File: src/rtl/vga_timing_gen_if.sv
// Raster timing bundle from the VGA timing generator to the pixel generators.
// The master side produces the scan; the slave side consumes it.
interface vga_timing_gen_if #(
  parameter int FRAME_W = 8
);
  logic               pclk_en;
  logic [9:0]         h_cnt;
  logic [9:0]         v_cnt;
  logic               hsync;
  logic               vsync;
  logic               valid;
  logic               line_tick;
  logic               frame_tick;
  logic [FRAME_W-1:0] frame_cnt;

  modport master (
    output pclk_en, h_cnt, v_cnt, hsync, vsync, valid,
           line_tick, frame_tick, frame_cnt
  );

  modport slave (
    input pclk_en, h_cnt, v_cnt, hsync, vsync, valid,
          line_tick, frame_tick, frame_cnt
  );
endinterface

File: src/rtl/vga_timing_gen.sv
// 640x480@60 raster scan generator: pixel-tick divider, h/v counters, sync and
// active-video decodes delayed to match the pixel pipeline, plus line/frame ticks.
module vga_timing_gen #(
  parameter int CLK_DIV   = 4,
  parameter int H_VISIBLE = 640,
  parameter int H_FRONT   = 16,
  parameter int H_SYNC    = 96,
  parameter int H_BACK    = 48,
  parameter int V_VISIBLE = 480,
  parameter int V_FRONT   = 10,
  parameter int V_SYNC    = 2,
  parameter int V_BACK    = 33,
  parameter int PIPE_DLY  = 2,
  parameter int FRAME_W   = 8
) (
  input  logic              clk,
  input  logic              rst,
  vga_timing_gen_if.master  vga
);

  localparam int H_TOTAL = H_VISIBLE + H_FRONT + H_SYNC + H_BACK;
  localparam int V_TOTAL = V_VISIBLE + V_FRONT + V_SYNC + V_BACK;
  localparam int DIV_W   = (CLK_DIV > 1) ? $clog2(CLK_DIV) : 1;
  localparam int STAGES  = (PIPE_DLY == 0) ? 1 : PIPE_DLY;

  localparam logic [DIV_W-1:0] DIV_LAST = DIV_W'(CLK_DIV - 1);
  localparam logic [9:0] H_LAST   = 10'(H_TOTAL - 1);
  localparam logic [9:0] V_LAST   = 10'(V_TOTAL - 1);
  localparam logic [9:0] H_VIS    = 10'(H_VISIBLE);
  localparam logic [9:0] V_VIS    = 10'(V_VISIBLE);
  localparam logic [9:0] HS_START = 10'(H_VISIBLE + H_FRONT);
  localparam logic [9:0] HS_END   = 10'(H_VISIBLE + H_FRONT + H_SYNC);
  localparam logic [9:0] VS_START = 10'(V_VISIBLE + V_FRONT);
  localparam logic [9:0] VS_END   = 10'(V_VISIBLE + V_FRONT + V_SYNC);

  logic [DIV_W-1:0]   div;
  logic               pclk_en;
  logic [9:0]         h_cnt;
  logic [9:0]         v_cnt;
  logic               line_tick;
  logic               frame_tick;
  logic [FRAME_W-1:0] frame_cnt;
  logic               h_last;
  logic               v_last;
  logic               hs_raw;
  logic               vs_raw;
  logic               vd_raw;
  logic [STAGES-1:0]  hs_pipe;
  logic [STAGES-1:0]  vs_pipe;
  logic [STAGES-1:0]  vd_pipe;

  // pclk_en is registered, so it rises the clk after div reaches its last count.
  always_ff @(posedge clk) begin
    if (rst) begin
      div     <= '0;
      pclk_en <= 1'b0;
    end else begin
      pclk_en <= (div == DIV_LAST);
      if (div == DIV_LAST)
        div <= '0;
      else
        div <= div + DIV_W'(1);
    end
  end

  assign h_last = (h_cnt == H_LAST);
  assign v_last = (v_cnt == V_LAST);

  always_ff @(posedge clk) begin
    if (rst) begin
      h_cnt      <= '0;
      v_cnt      <= '0;
      line_tick  <= 1'b0;
      frame_tick <= 1'b0;
      frame_cnt  <= '0;
    end else begin
      line_tick  <= pclk_en && h_last;
      frame_tick <= pclk_en && h_last && v_last;
      if (pclk_en) begin
        if (h_last) begin
          h_cnt <= '0;
          if (v_last) begin
            v_cnt     <= '0;
            frame_cnt <= frame_cnt + FRAME_W'(1);
          end else begin
            v_cnt <= v_cnt + 10'd1;
          end
        end else begin
          h_cnt <= h_cnt + 10'd1;
        end
      end
    end
  end

  assign hs_raw = !((h_cnt >= HS_START) && (h_cnt < HS_END));
  assign vs_raw = !((v_cnt >= VS_START) && (v_cnt < VS_END));
  assign vd_raw = (h_cnt < H_VIS) && (v_cnt < V_VIS);

  // With no pipeline delay requested, the single stage just registers the
  // raw decode every clk instead of waiting for a pixel tick.
  always_ff @(posedge clk) begin
    if (rst) begin
      hs_pipe <= '1;
      vs_pipe <= '1;
      vd_pipe <= '0;
    end else if ((PIPE_DLY == 0) || pclk_en) begin
      for (int i = STAGES - 1; i > 0; i--) begin
        hs_pipe[i] <= hs_pipe[i-1];
        vs_pipe[i] <= vs_pipe[i-1];
        vd_pipe[i] <= vd_pipe[i-1];
      end
      hs_pipe[0] <= hs_raw;
      vs_pipe[0] <= vs_raw;
      vd_pipe[0] <= vd_raw;
    end
  end

  assign vga.pclk_en    = pclk_en;
  assign vga.h_cnt      = h_cnt;
  assign vga.v_cnt      = v_cnt;
  assign vga.hsync      = hs_pipe[STAGES-1];
  assign vga.vsync      = vs_pipe[STAGES-1];
  assign vga.valid      = vd_pipe[STAGES-1];
  assign vga.line_tick  = line_tick;
  assign vga.frame_tick = frame_tick;
  assign vga.frame_cnt  = frame_cnt;

endmodule

File: src/flat_wrapper.sv
// flat-port wrapper written by rule: the top's interface ports become plain ports
module vga_timing_gen_flat 
#(
  parameter int CLK_DIV   = 4,
  parameter int H_VISIBLE = 640,
  parameter int H_FRONT   = 16,
  parameter int H_SYNC    = 96,
  parameter int H_BACK    = 48,
  parameter int V_VISIBLE = 480,
  parameter int V_FRONT   = 10,
  parameter int V_SYNC    = 2,
  parameter int V_BACK    = 33,
  parameter int PIPE_DLY  = 2,
  parameter int FRAME_W   = 8
)
  (clk, rst, vga_pclk_en, vga_h_cnt, vga_v_cnt, vga_hsync, vga_vsync, vga_valid, vga_line_tick, vga_frame_tick, vga_frame_cnt);
  vga_timing_gen_if #(.FRAME_W(FRAME_W)) vga_i ();
  input  logic clk;
  input  logic rst;
  output wire logic [$bits(vga_i.pclk_en)-1:0] vga_pclk_en;
  output wire logic [$bits(vga_i.h_cnt)-1:0] vga_h_cnt;
  output wire logic [$bits(vga_i.v_cnt)-1:0] vga_v_cnt;
  output wire logic [$bits(vga_i.hsync)-1:0] vga_hsync;
  output wire logic [$bits(vga_i.vsync)-1:0] vga_vsync;
  output wire logic [$bits(vga_i.valid)-1:0] vga_valid;
  output wire logic [$bits(vga_i.line_tick)-1:0] vga_line_tick;
  output wire logic [$bits(vga_i.frame_tick)-1:0] vga_frame_tick;
  output wire logic [$bits(vga_i.frame_cnt)-1:0] vga_frame_cnt;
  assign vga_pclk_en = vga_i.pclk_en;
  assign vga_h_cnt = vga_i.h_cnt;
  assign vga_v_cnt = vga_i.v_cnt;
  assign vga_hsync = vga_i.hsync;
  assign vga_vsync = vga_i.vsync;
  assign vga_valid = vga_i.valid;
  assign vga_line_tick = vga_i.line_tick;
  assign vga_frame_tick = vga_i.frame_tick;
  assign vga_frame_cnt = vga_i.frame_cnt;
  vga_timing_gen #(.CLK_DIV(CLK_DIV), .H_VISIBLE(H_VISIBLE), .H_FRONT(H_FRONT), .H_SYNC(H_SYNC), .H_BACK(H_BACK), .V_VISIBLE(V_VISIBLE), .V_FRONT(V_FRONT), .V_SYNC(V_SYNC), .V_BACK(V_BACK), .PIPE_DLY(PIPE_DLY), .FRAME_W(FRAME_W)) u_core (.clk(clk), .rst(rst), .vga(vga_i));
endmodule
File: config.mk
export PLATFORM = sky130hd
export DESIGN_NAME = vga_timing_gen_flat
export DESIGN_NICKNAME = d
export VERILOG_FILES = /design/src/rtl/vga_timing_gen_if.sv /design/src/rtl/vga_timing_gen.sv /design/src/flat_wrapper.sv
export SDC_FILE = /design/constraint.sdc
export NUM_CORES = 1
export LEC_CHECK = 0
export CAP_MARGIN = 10
export CORE_MARGIN = 5
export CORE_UTILIZATION = 53
export CTS_BUF_LIST = sky130_fd_sc_hd__clkbuf_8
export DETAILED_ROUTE_END_ITERATION = 10
export PLACE_DENSITY = 0.82
export SYNTH_ARGS = -nofsm -noshare
export SYNTH_HDL_FRONTEND = slang
export SYNTH_SLANG_ARGS = --single-unit
File: constraint.sdc
create_clock -name clk -period 1.9 [get_ports clk]
set_input_delay 0.57 -clock clk [delete_from_list [all_inputs] [get_ports clk]]
set_output_delay 0.57 -clock clk [all_outputs]
set_load 0.005 [all_outputs]
==> impl_metrics.py <==
metrics = {
    "status": {
        "outcome": "finished, final reports clean",
    },
    "cts": {
        "root_buffer": "clkbuf_8",
        "htreeDepth": 2,
        "cts.sinks": 39,
        "tritoncts": "done",
        "numCtsBuffers": 5,
        "ctsLongestPathBuffers": 2,
        "cts_setup_buffers": 0,
        "clk_pin_slew_worst_paths_ps": 80,
        "clk_latency_ps": 300,
    },
    "synth": {
        "syn-mean-instance-area_sq_um": 9.21,
        "ys_ff_latch": 39,
        "synth_flop_cell": "dfxtp_1",
        "synth_edf_count": 0,
        "syn_area_sq_um": 1840,
        "yosysWarnings": 0,
        "yosys-top-cells-area": "dfxtp_1, ha_1, nor2_1, xor2_1, a21oi_1",
        "netlist_instances": 200,
        "yosys.cell_types.count": 43,
        "yosysSeqAreaShare_pct": 42.4,
        "async_flop_share_pct": 0,
        "synth_top_area_cell": "dfxtp_1",
        "syn_nets": 209,
        "synth_top_cell_area_share_pct": 42.4,
    },
    "cells_and_area": {
        "n_fill_cell": 281,
        "final_nets": 254,
        "design_area_sq_um": 2410,
        "multiInputGateArea_sq_um": 991,
        "areaGrowthSynthToFinish_pct": 30.9,
        "fin_util_pct": 71.7,
        "diodes": 0,
        "drive_above_1_share_pct": 15.4,
        "ff_latch_area_sq_um": 792,
    },
    "die": {
        "die_w_um": 69.0,
        "initial_core_util_pct": 54.8,
        "num_rows": 21,
        "dieArea_sq_um": 4750,
        "die_h_um": 69.0,
        "core_area_sq_um": 3360,
        "ios": 36,
    },
    "power_and_ir_drop": {
        "power_density_nw_per_um2": 593,
        "p_leak_nw": 0.885,
        "clock_power_share_pct": 38.0,
        "power_frac_seq_pct": 58.1,
        "switching_share_pct": 22.8,
        "p_switching_uw": 326,
        "comb_power_share_pct": 3.8,
        "p_int_mw": 1.10,
        "peakVddDrop_mv": 0.486,
    },
    "routing": {
        "routed_wl_um": 4160,
        "drt_iter0_markers": 136,
        "drtAntennaViolNets": 0,
        "routed_via_density": 5.67,
        "firstDrtPassIters": 4,
        "drc_errors": 0,
        "wl_per_cell_um": 14.2,
        "vias": 1657,
    },
    "placement": {
        "placed_area_sq_um": 2300,
        "routabilityCongestion": 0.899,
        "io_buffers": 35,
        "dp_hpwl_um": 2970,
    },
    "timing": {
        "fmax_mhz": 540,
        "setup_violations": 0,
        "tightestPinTransition_ps": 280,
        "period_minus_slack_ps": 1850,
        "hold_violations": 0,
        "finalClockSkew_ps": 12.5,
        "maxSlewHeadroom_pct": 81.2,
        "maxSlewViolCount": 0,
        "rsz0062_at_grt": "true",
        "timing.final.crit_share_pct": 97.4,
    },
    "worst_setup_path": {
        "start_kind": "flip-flop",
        "endpoint_kind": "output pin",
        "worstPathRequired_ps": 1330,
        "crit_arrival_ps": 1280,
        "crit_type": "reg2out",
        "cp_max_fo": 7,
    },
    "global_routing": {
        "grt_antenna_before_repair": 0,
        "grt_start_max_net_pins": 34,
        "grt_pass1_wl_um": 7130,
        "grt_usage_pct": 20.3,
        "overflow": 0,
        "grt_pass1_vias": 1545,
    },
    "min_path": {
        "hp-class": "reg2reg",
    },
    "run": {
        "maxCapViolCount": 0,
    },
}
-- cell usage after synthesis, drive strengths merged (5+ instances only) --
cell type,instances
nand4,5
o21ai,7
nor3,7
inv,7
nor2b,6
dfxtp,39
and3,6
nand3,12
nand2,8
nor2,19
buf,7
xor2,7
ha,7
a21oi,10
and4,5
-- critical path, stage by stage (launching register included) --
cell and delay [ps]:
dfxtp_1 330, buf_4 150, clkdlybuf4s50_1 500
-- stage by stage --
stage	hold slack, ps	total power [mW]	instances	setup slack [ps]	TNS (ps)
global placement	410	0.904	284	140	0
detailed placement	412	0.906	284	90.9	0
finish	421	1.43	292	48.5	0
global route	429	1.49	292	-6.98	-6.98
CTS	423	1.45	292	5.95	0
floorplan	398	0.881	200	159	0
-- sequential cells by signal, summed over array words and instances (netlist names) --
name / count
u_core.hs_pipe: 2
u_core.vd_pipe: 2
u_core.vga.pclk_en: 1
u_core.vga.frame_cnt: 8
u_core.div: 2
u_core.vs_pipe: 2
u_core.vga.frame_tick: 1
u_core.vga.line_tick: 1
u_core.vga.v_cnt: 10
u_core.vga.h_cnt: 10
-- layer usage --
metal	up-vias	track usage, %	wire [um]
met4	0	9.98	84
met3	9	7.13	226
li1	819	-	-
met2	45	32.1	2060
met1	784	24.2	1780
met5	-	0	0
-- area by class of cell --
| type | instances | share of cell area (%) |
|---|---|---|
| Inverter | 7 | 1.09 |
| Multi-Input combinational cell | 145 | 41.1 |
| Timing Repair Buffer | 47 | 19.0 |
| Clock buffer | 5 | 2.85 |
| Tap cell | 46 | 2.39 |
| Sequential cell | 39 | 32.8 |
| Clock inverter | 3 | 0.675 |
-- logic make-up (layout without fill, tap and decap cells) --
logic type	after synthesis	count (layout)	share of synthesized area, %
multiplexers	6	6	3.53
buffers and inverters	16	62	4.14
XOR/XNOR	11	11	5.23
flip-flops	39	39	42.4
adder cells (fa/ha/maj)	7	7	4.76
AO/OA/AOI/OAI	33	33	11.5
AND/OR/NAND/NOR	88	88	28.4
-- power by group through the flow --
stage	clock network, mW	registers, mW	logic (mW)
after detailed placement	0	0.851	0.0551
after global placement	0	0.851	0.0537
after global routing	0.593	0.833	0.0631
after CTS	0.560	0.832	0.0556
after floorplan	0	0.851	0.0300
final	0.544	0.832	0.0550
-- cells in the final DEF (no fill, tap or decap), types with 7 or more instances in the layout --
master / instances
ha_1: 7
nand2_1: 8
a21oi_1: 10
inv_1: 8
dfxtp_1: 30
o21ai_0: 7
nand3_1: 10
xor2_1: 7
nor2_1: 19
nor3_1: 7
clkdlybuf4s50_1: 34
buf_4: 10
dfxtp_2: 9
-- final timing paths --
path              depth (start not counted)                 from  slack, ps                  end
setup / recovery                          2  u_core.vga.v_cnt[0]         50         vga_v_cnt[0]
hold / removal                            1        u_core.div[0]        420        u_core.div[0]
setup reg to reg                          6  u_core.vga.h_cnt[1]        100  u_core.vga.v_cnt[4]
hold reg to reg                           1        u_core.div[0]        420        u_core.div[0]
-- timing repair --
action                                 in CTS  in global routing
gates cloned                                0                  0
endpoints found under the hold margin       0                  0
setup endpoints to repair                   1                 11
resized for setup                           1                 11
hold buffers                                0                  0
Note: power is estimated with default switching activity, not from simulation.
